File: config.mk
export PLATFORM = sky130hd
export DESIGN_NAME = simon_round_ctrl_flat
export DESIGN_NICKNAME = d
export VERILOG_FILES = /design/src/rtl/simon_pkg.sv /design/src/rtl/simon_round_ctrl_if.sv /design/src/rtl/hold_timer.sv /design/src/rtl/simon_round_ctrl.sv /design/src/flat_wrapper.sv
export SDC_FILE = /design/constraint.sdc
export NUM_CORES = 1
export LEC_CHECK = 0
export BUFFER_PORTS_ARGS = -buffer_cell sky130_fd_sc_hd__buf_2
export CORE_MARGIN = 5
export CORE_UTILIZATION = 60
export CTS_BUF_LIST = sky130_fd_sc_hd__clkbuf_8
export CTS_CLUSTER_SIZE = 16
export DETAILED_ROUTE_END_ITERATION = 7
export GPL_TIMING_DRIVEN = 0
export PLACE_DENSITY = 0.86
export SLEW_MARGIN = 20
export SYNTH_ARGS = -nofsm -noshare
export SYNTH_HDL_FRONTEND = slang
export SYNTH_SLANG_ARGS = --single-unit
File: constraint.sdc
create_clock -name clk -period 4.94 [get_ports clk]
set_input_delay 0.494 -clock clk [delete_from_list [all_inputs] [get_ports clk]]
set_output_delay 0.494 -clock clk [all_outputs]
set_load 0.02 [all_outputs]
File: src/rtl/simon_pkg.sv
// rtl/simon_pkg.sv - shared types and constants for the Simon round sequencer
package simon_pkg;

  // Width of the PASS/FAIL hold timer.
  localparam int HOLD_W = 8;

  // Score that ends a game in WIN unless the top level overrides it.
  localparam logic [3:0] WIN_SCORE_DEF = 4'd9;

  // Encoding is visible to the display mux, so the values are fixed.
  typedef enum logic [2:0] {
    ST_READY = 3'd0,
    ST_PLAY  = 3'd1,
    ST_FAIL  = 3'd2,
    ST_PASS  = 3'd3,
    ST_WIN   = 3'd4,
    ST_LOAD  = 3'd5
  } state_t;

  // Score increment that sticks at 15 instead of wrapping.
  function automatic logic [3:0] sat_inc4(input logic [3:0] v);
    return (v == 4'hF) ? v : v + 4'd1;
  endfunction

endpackage

File: src/rtl/simon_round_ctrl_if.sv
// rtl/simon_round_ctrl_if.sv - key-scanner/datapath signals seen by the round sequencer
interface simon_round_ctrl_if;

  // Inputs to the sequencer
  logic       sk_strobe;
  logic       simon_says;
  logic       combo_held;
  logic       stray_press;
  logic       any_held;
  logic       sd_is_empty;

  // Outputs of the sequencer
  logic       sd_srst;
  logic       fr_en;
  logic       mem_en;
  logic [3:0] score;
  logic [2:0] state;
  logic       is_correct;
  logic       is_wrong;
  logic [1:0] lives;

  // Sequencer side
  modport master (
    input  sk_strobe, simon_says, combo_held, stray_press, any_held, sd_is_empty,
    output sd_srst, fr_en, mem_en, score, state, is_correct, is_wrong, lives
  );

  // Key scanner / datapath side
  modport slave (
    output sk_strobe, simon_says, combo_held, stray_press, any_held, sd_is_empty,
    input  sd_srst, fr_en, mem_en, score, state, is_correct, is_wrong, lives
  );

endinterface

File: src/rtl/hold_timer.sv
// rtl/hold_timer.sv - load/decrement dwell counter shared by PASS and FAIL
module hold_timer
  import simon_pkg::*;
#(
  parameter int HOLD_CYCLES = 100
) (
  input  logic clk,
  input  logic rst_n,
  input  logic load,
  output logic done
);

  // Loading HOLD_CYCLES-1 makes done rise in the HOLD_CYCLES-th cycle after load.
  localparam logic [HOLD_W-1:0] LOAD_VAL = HOLD_W'(HOLD_CYCLES - 1);

  logic [HOLD_W-1:0] cnt_q, cnt_d;

  // Next count: reload on entry, otherwise count down and rest at zero.
  always_comb begin
    cnt_d = cnt_q;
    if (load) begin
      cnt_d = LOAD_VAL;
    end else if (cnt_q != '0) begin
      cnt_d = cnt_q - HOLD_W'(1);
    end
  end

  // Counter register.
  always_ff @(posedge clk or negedge rst_n) begin
    if (!rst_n) begin
      cnt_q <= '0;
    end else begin
      cnt_q <= cnt_d;
    end
  end

  assign done = (cnt_q == '0);

endmodule

File: src/rtl/simon_round_ctrl.sv
// rtl/simon_round_ctrl.sv - Simon Says round sequencer; SIMON_LIVES_EN enables multi-life games
module simon_round_ctrl
  import simon_pkg::*;
#(
  parameter logic [3:0] WIN_SCORE   = WIN_SCORE_DEF,
  parameter int         HOLD_CYCLES = 100,
  parameter int         LIVES       = 3
) (
  input  logic             clk,
  input  logic             rst_n,
  simon_round_ctrl_if.master bus
);

  localparam logic [1:0] LIVES_RELOAD = 2'(LIVES);

  state_t     state_q, state_d;
  logic [3:0] score_q, score_d;
  logic       sd_srst_q, sd_srst_d;
  logic       fr_en_q, fr_en_d;
  logic       mem_en_q, mem_en_d;
  logic       is_correct_q, is_correct_d;
  logic       is_wrong_q, is_wrong_d;
  logic       timer_load;
  logic       hold_done;
  logic       verdict_pass;
  logic       verdict_fail;
`ifdef SIMON_LIVES_EN
  logic [1:0] lives_q, lives_d;
`endif

  hold_timer #(
    .HOLD_CYCLES(HOLD_CYCLES)
  ) u_hold_timer (
    .clk  (clk),
    .rst_n(rst_n),
    .load (timer_load),
    .done (hold_done)
  );

  // PLAY verdict for this cycle; the first matching rule wins.
  always_comb begin
    verdict_pass = 1'b0;
    verdict_fail = 1'b0;
    if (bus.simon_says) begin
      if (bus.stray_press) begin
        verdict_fail = 1'b1;
      end else if (bus.combo_held) begin
        verdict_pass = 1'b1;
      end else if (bus.sd_is_empty) begin
        verdict_fail = 1'b1;
      end
    end else begin
      if (bus.sk_strobe) begin
        verdict_fail = 1'b1;
      end else if (bus.sd_is_empty) begin
        verdict_pass = 1'b1;
      end
    end
  end

  // Next state, score, lives and hold-timer reload.
  always_comb begin
    state_d    = state_q;
    score_d    = score_q;
    timer_load = 1'b0;
`ifdef SIMON_LIVES_EN
    lives_d    = lives_q;
`endif
    case (state_q)
      ST_READY: begin
        if (bus.sk_strobe) begin
          state_d = ST_LOAD;
          score_d = 4'd0;
`ifdef SIMON_LIVES_EN
          lives_d = LIVES_RELOAD;
`endif
        end
      end
      ST_LOAD: begin
        state_d = ST_PLAY;
      end
      ST_PLAY: begin
        if (verdict_pass) begin
          state_d    = ST_PASS;
          score_d    = sat_inc4(score_q);
          timer_load = 1'b1;
        end else if (verdict_fail) begin
          state_d    = ST_FAIL;
          timer_load = 1'b1;
`ifdef SIMON_LIVES_EN
          lives_d    = (lives_q != 2'd0) ? lives_q - 2'd1 : 2'd0;
`endif
        end
      end
      ST_PASS: begin
        if (hold_done && !bus.any_held) begin
          state_d = (score_q == WIN_SCORE) ? ST_WIN : ST_LOAD;
        end
      end
      ST_FAIL: begin
        if (hold_done && !bus.any_held) begin
`ifdef SIMON_LIVES_EN
          state_d = (lives_q != 2'd0) ? ST_LOAD : ST_READY;
`else
          state_d = ST_READY;
`endif
        end
      end
      ST_WIN: begin
        if (bus.sk_strobe) begin
          state_d = ST_READY;
        end
      end
      default: begin
        state_d = ST_READY;
      end
    endcase
  end

  // Indicator outputs decoded from the next state so they register alongside it.
  always_comb begin
    sd_srst_d    = (state_d != ST_PLAY);
    fr_en_d      = (state_d == ST_READY);
    mem_en_d     = (state_d == ST_LOAD);
    is_correct_d = (state_d == ST_PASS);
    is_wrong_d   = (state_d == ST_FAIL);
  end

  // Sequencer registers.
  always_ff @(posedge clk or negedge rst_n) begin
    if (!rst_n) begin
      state_q      <= ST_READY;
      score_q      <= 4'd0;
      sd_srst_q    <= 1'b1;
      fr_en_q      <= 1'b1;
      mem_en_q     <= 1'b0;
      is_correct_q <= 1'b0;
      is_wrong_q   <= 1'b0;
`ifdef SIMON_LIVES_EN
      lives_q      <= LIVES_RELOAD;
`endif
    end else begin
      state_q      <= state_d;
      score_q      <= score_d;
      sd_srst_q    <= sd_srst_d;
      fr_en_q      <= fr_en_d;
      mem_en_q     <= mem_en_d;
      is_correct_q <= is_correct_d;
      is_wrong_q   <= is_wrong_d;
`ifdef SIMON_LIVES_EN
      lives_q      <= lives_d;
`endif
    end
  end

  assign bus.state      = state_q;
  assign bus.score      = score_q;
  assign bus.sd_srst    = sd_srst_q;
  assign bus.fr_en      = fr_en_q;
  assign bus.mem_en     = mem_en_q;
  assign bus.is_correct = is_correct_q;
  assign bus.is_wrong   = is_wrong_q;
`ifdef SIMON_LIVES_EN
  assign bus.lives      = lives_q;
`else
  // Single-life build: the count is tied off, the parameter only keeps the port list uniform.
  assign bus.lives      = LIVES_RELOAD & 2'b00;
`endif

endmodule

File: src/flat_wrapper.sv
// flat-port wrapper written by rule: the top's interface ports become plain ports
module simon_round_ctrl_flat import simon_pkg::*;
#(
  parameter logic [3:0] WIN_SCORE   = WIN_SCORE_DEF,
  parameter int         HOLD_CYCLES = 100,
  parameter int         LIVES       = 3
)
  (clk, rst_n, bus_sk_strobe, bus_simon_says, bus_combo_held, bus_stray_press, bus_any_held, bus_sd_is_empty, bus_sd_srst, bus_fr_en, bus_mem_en, bus_score, bus_state, bus_is_correct, bus_is_wrong, bus_lives);
  simon_round_ctrl_if bus_i ();
  input  logic clk;
  input  logic rst_n;
  input wire logic [$bits(bus_i.sk_strobe)-1:0] bus_sk_strobe;
  input wire logic [$bits(bus_i.simon_says)-1:0] bus_simon_says;
  input wire logic [$bits(bus_i.combo_held)-1:0] bus_combo_held;
  input wire logic [$bits(bus_i.stray_press)-1:0] bus_stray_press;
  input wire logic [$bits(bus_i.any_held)-1:0] bus_any_held;
  input wire logic [$bits(bus_i.sd_is_empty)-1:0] bus_sd_is_empty;
  output wire logic [$bits(bus_i.sd_srst)-1:0] bus_sd_srst;
  output wire logic [$bits(bus_i.fr_en)-1:0] bus_fr_en;
  output wire logic [$bits(bus_i.mem_en)-1:0] bus_mem_en;
  output wire logic [$bits(bus_i.score)-1:0] bus_score;
  output wire logic [$bits(bus_i.state)-1:0] bus_state;
  output wire logic [$bits(bus_i.is_correct)-1:0] bus_is_correct;
  output wire logic [$bits(bus_i.is_wrong)-1:0] bus_is_wrong;
  output wire logic [$bits(bus_i.lives)-1:0] bus_lives;
  assign bus_i.sk_strobe = bus_sk_strobe;
  assign bus_i.simon_says = bus_simon_says;
  assign bus_i.combo_held = bus_combo_held;
  assign bus_i.stray_press = bus_stray_press;
  assign bus_i.any_held = bus_any_held;
  assign bus_i.sd_is_empty = bus_sd_is_empty;
  assign bus_sd_srst = bus_i.sd_srst;
  assign bus_fr_en = bus_i.fr_en;
  assign bus_mem_en = bus_i.mem_en;
  assign bus_score = bus_i.score;
  assign bus_state = bus_i.state;
  assign bus_is_correct = bus_i.is_correct;
  assign bus_is_wrong = bus_i.is_wrong;
  assign bus_lives = bus_i.lives;
  simon_round_ctrl #(.WIN_SCORE(WIN_SCORE), .HOLD_CYCLES(HOLD_CYCLES), .LIVES(LIVES)) u_core (.clk(clk), .rst_n(rst_n), .bus(bus_i));
endmodule
Word-level counts from Yosys, hierarchy flattened. Cells that the tools add are included.

Bits of input ports: 8. Flip-flop bits (word level): 20. Output and inout port bits: 14.

Equality and inequality tests: 14. $add $sub $neg: 2. Reductions and logical operators: 9. Muxes and demuxes: 26.

Operators by type and width (count): two-way mux 3 bit (6); case mux 3 bit (6 select lines) (1); two-way mux 8 bit (2); two-way mux 1 bit (13); equality test 3 x 2 -> 1 bit (second input constant) (4); two-way mux 4 bit (3); equality test 3 bit (second input constant) (3); equality test 4 bit (second input constant) (2); logical NOT 8 bit (1); case mux 4 bit (2 select lines) (1); nonzero test 8 bit (1); subtractor 8 x 1 -> 8 bit (second input constant) (1); logical NOT 3 bit (2); adder 4 x 1 -> 4 bit (second input constant) (1); != test 2 bit (second input constant) (2); AND reduction 4 bit (1); nonzero test 2 bit (2); equality test 3 x 1 -> 1 bit (second input constant) (1); != test 3 x 1 -> 1 bit (second input constant) (1); != test 2 x 1 -> 1 bit (second input constant) (1); logical AND 1 bit (1); logical NOT 1 bit (1).

Depth between registers and ports, before layout.
Depth in word-level cells: 8. Mapped depth: 7. Mapped depth without buffers: 7.

Hierarchy. From an unflattened synthesis, not the netlist that was laid out.

Cell total of the unflattened synthesis: 107. Area total of the unflattened synthesis: 1093.5 um^2.

By module, submodules not included: simon_round_ctrl (times used 1, cells an instance 61, seq. area each 302.8 um^2, area an instance 648.1 um^2); hold_timer (times used 1, cells an instance 46, seq. area each 200.2 um^2, area an instance 445.4 um^2).

Worst setup path after synthesis. No wires, ideal clock.

Path kind: register to register. Start: register u_core.u_hold_timer.cnt_q[0]. End: register u_core.is_correct_q (netlist: u_core.bus.is_correct). Slack: 2994 ps. Arrival time: 1827 ps. Period minus slack after synthesis: 1946 ps. Stages on the path, launching flop included: 8. Buffers on the path: 0. Required time: 4821 ps. Path through: dfrtp_1 inv_1 ha_1 or3b_2 or3_4 a31oi_4 inv_2 and2_1.

Cells in the longest elaborated chain, start to end: 5. Elaborated cells on any way between the ends: 6. Those cells by class: eq/ne: 1; mux: 3; reduce/logical: 2.

RTL lines: start, declared (line hold_timer.sv:16) `logic [HOLD_W-1:0] cnt_q, cnt_d;`; start signal, assigned (line hold_timer.sv:33) `cnt_q <= cnt_d;`; logical NOT 8 bit (*) (line hold_timer.sv:37) `assign done = (cnt_q == '0);`; logical AND 1 bit (*) (line simon_round_ctrl.sv:96, simon_round_ctrl.sv:101); two-way mux 3 bit, on equally long branches (line simon_round_ctrl.sv:101, simon_round_ctrl.sv:96); case mux 3 bit (6 select lines) (*) (line simon_round_ctrl.sv:69) `case (state_q)`; via u_core.state_d[1] (line simon_round_ctrl.sv:16) `state_t state_q, state_d;`; equality test 3 x 2 -> 1 bit (*) (line simon_round_ctrl.sv:125) `is_correct_d = (state_d == ST_PASS);`; via u_core.is_correct_d (line simon_round_ctrl.sv:21) `logic is_correct_q, is_correct_d;`; end signal, assigned (line simon_round_ctrl.sv:148) `is_correct_q <= is_correct_d;`; end, declared (line simon_round_ctrl.sv:21).

The timed path passes the listed nets; every way through them passes the cells marked *. A chain may end at the register's enable or synchronous reset.

Worst setup path in the final report. Same ends and word-level chain as after synthesis.

==> results.yml <==
outcome:
  status: "completed"
clocking:
  clock-sinks: 20
  ctsLongestPathBuffers: 2
  postCtsSetupRepairBufs: 0
  cts_resized: 0
  cts-htree-levels: 1
  clk-insertion-delay-late_ns: 0.25
  holdBufCountCts: 0
  clk_pin_slew_ns: 0.07
  cts_buffers: 3
  root_buffer: "clkbuf_8"
  cts_tree: "yes"
sta:
  min_period_over_period_pct: 42.5
  setup_viol: 0
  hold_violations: 0
  fin_skew_ns: 0.000919
  drv_slew: 0
  worst_pin_slew_ns: 0.991
  setup_tns_ns: 0
  rsz0062_at_grt: "no"
  fmax_mhz: 477
  period_minus_slack_ns: 2.10
  slew_headroom_pct: 33.1
  setup_slack_ns: 2.84
  hold_ws_ns: 0.172
synth:
  syn_area_um2: 1070
  syn_inst: 105
  syn_avg_cell_area_um2: 10.2
  seq_area_frac_synth_pct: 47.1
  synth_edf_count: 0
  synth_fa_ha_area_share_pct: 4.68
  synth_xor_area_share_pct: 4.10
  synth_top_family_by_area: "simple AND/OR/NAND/NOR gates"
  yosysWarnings: 0
  synth_compound_area_share_pct: 13.8
  muxShareOfSynthArea_pct: 0.937
  ys_types: 40
  synth_top_flop_cell: "dfrtp_1"
  synthArstFlopShare_pct: 100
  synth_seq_cells: 20
  synth-simple-area-share_pct: 25.4
routing:
  routedWlPerCell_um: 13.9
  drc_errors: 0
  ant_nets: 0
  drt-initial-drc-count: 8
  dr.pass1.iters: 4
  vias: 853
  wirelength_um: 2140
  via_per_inst: 5.54
floorplanning:
  coreArea_um2: 1710
  initial_utilization_pct: 62.6
  die_w_um: 52.2
  die_area_um2: 2720
  ios: 22
  row_count: 15
  fp.dieH_um: 52.2
worst_setup_path:
  crit_path_max_incr_delay_ns: 0.51
  critPathSlowestCell: "or3b_2"
  path_buf_inv: 2
  end_kind: "flip-flop"
  cp_top_family: "simple AND/OR/NAND/NOR gates"
  crit_chain: "inv_1 -> ha_1 -> or3b_2 -> or3_4 -> a31oi_4 -> inv_2 -> and2_1"
  cp.required_ns: 5.09
  worstSetupPathType: "flip-flop to flip-flop"
  cp.arrival_ns: 2.25
  critPathMaxFanout: 5
  crit_path_start_kind: "flip-flop"
cells_and_area:
  nNetsFinal: 142
  syn2layout_area_growth_pct: 18.9
  fin_area_um2: 1270
  n_antenna_cell: 0
  utilization_pct: 74.4
  drive_gt1_share_pct: 25.6
  fill_cells: 127
placement:
  post_dp_cell_area_um2: 1200
  place_congestion: 0.790
  dp_hpwl_um: 1570
  io_buffers: 19
  post-place-ws_ns: 2.88
global_route:
  track_usage_pct: 18.9
  grt_max_degree: 21
  antenna_found_initial: 0
  grt_pass1_wl_um: 3750
  overflow: 0
  grt_pass1_vias: 865
job:
  max_cap_violations: 0
worst_hold_path:
  worstHoldPathType: "primary input to async pin"
pwr:
  peakVddDrop_mv: 0.353
  leakagePower_nw: 0.568
  cellPowerDensity_nw_per_um2: 583
[through the flow]
step	total power, W	instances
2_1_floorplan	0.000494	106
3_3_place_gp	0.000567	150
3_5_place_dp	0.000579	150
4_1_cts	0.000745	154
5_1_grt	0.000803	154
6_report	0.000741	154
[cells by family (layout without fill, tap and decap cells)]
family,after synthesis,after routing
AND/OR/NAND/NOR,47,47
other,1,2
buffers and inverters,8,31
adder cells (fa/ha/maj),4,4
AO/OA/AOI/OAI,19,19
multiplexers,1,1
flip-flops,20,20
XOR/XNOR,5,5
[final cells by class]
cell class	instances	area, um2	share of cell area, %
plain buffers	3	20.0	1.58
clock buffers	3	41.3	3.25
clock inverters	1	30.0	2.36
inverters	5	18.8	1.48
multi-input cells	78	531	41.8
flip-flops and latches	20	503	39.6
well taps	25	31.3	2.46
repair buffers	19	95.1	7.49
[cells in the mapped netlist (all sizes together), types with 2 or more instances]
cell     n  area (um2)
or3      4        30.0
dfstp    2        52.6
nor3b    4        30.0
o21ai    6        30.0
a21oi    2        10.0
nor2    10        37.5
nand3    5        25.0
o211ai   3        22.5
ha       4        50.1
inv      5        18.8
and3b    2        17.5
nor2b    3        18.8
xor2     2        17.5
nor3     3        15.0
buf      3        20.0
nand2    5        18.8
and2     2        12.5
nand3b   3        22.5
xnor2    3        26.3
dfrtp   18         450
[sequential cells by signal, summed over array words and instances (netlist names)]
register / count
u_core.bus.score: 4
u_core.bus.is_correct: 1
u_core.u_hold_timer.cnt_q: 8
u_core.bus.is_wrong: 1
u_core.bus.state: 3
u_core.bus.mem_en: 1
u_core.bus.sd_srst: 1
u_core.bus.fr_en: 1
[per-layer routing]
layer  GRT usage [%]  wire length (um)  vias to the layer above
met3            4.27               103                        4
met5               0                 0                        -
li1                -                 -                      419
met4            9.79                27                        0
met2            32.4              1080                       24
met1            21.9               935                      406
[placed cells by master, fill, tap and decap left out, types with 2 or more instances in the layout]
master / n
ha_1: 4
and2_1: 2
nor2_1: 10
xnor2_1: 3
nor3b_1: 4
buf_4: 2
nor3_1: 3
and3b_1: 2
nand3b_1: 3
conb_1: 2
o211ai_1: 3
a21oi_1: 2
nand2_1: 5
or3_1: 3
nand3_1: 5
xor2_1: 2
inv_1: 4
dfrtp_1: 18
nor2b_1: 3
buf_2: 20
dfstp_2: 2
clkbuf_8: 3
o21ai_0: 5
[where the power goes]
group	leakage, nW	total [W]	internal, W	switching, W
sequential	0.247	0.000286	0.000229	0.0000568
combinational	0.285	0.000293	0.000116	0.000177
clock	0.0357	0.000161	0.000108	0.0000534
[path summary, 6_finish.rpt]
kind / slack, ns / cells past startpoint / endpoint / startpoint
worst min register to register: 0.53 / 2 / u_core.u_hold_timer.cnt_q[1]$_DFFE_PN0P_ / u_core.u_hold_timer.cnt_q[1]$_DFFE_PN0P_
max in group asynchronous: 4.42 / 1 / u_core.bus.sd_srst$_DFF_PN1_ / rst_n
worst max register to register: 2.84 / 7 / u_core.bus.is_correct$_DFF_PN0_ / u_core.u_hold_timer.cnt_q[0]$_DFFE_PN0P_
worst min-delay path: 0.17 / 1 / u_core.u_hold_timer.cnt_q[6]$_DFFE_PN0P_ / rst_n
min in group clk: 0.53 / 2 / u_core.u_hold_timer.cnt_q[1]$_DFFE_PN0P_ / u_core.u_hold_timer.cnt_q[1]$_DFFE_PN0P_
worst max-delay path: 2.84 / 7 / u_core.bus.is_correct$_DFF_PN0_ / u_core.u_hold_timer.cnt_q[0]$_DFFE_PN0P_
Note: power is estimated with default switching activity, not from simulation.
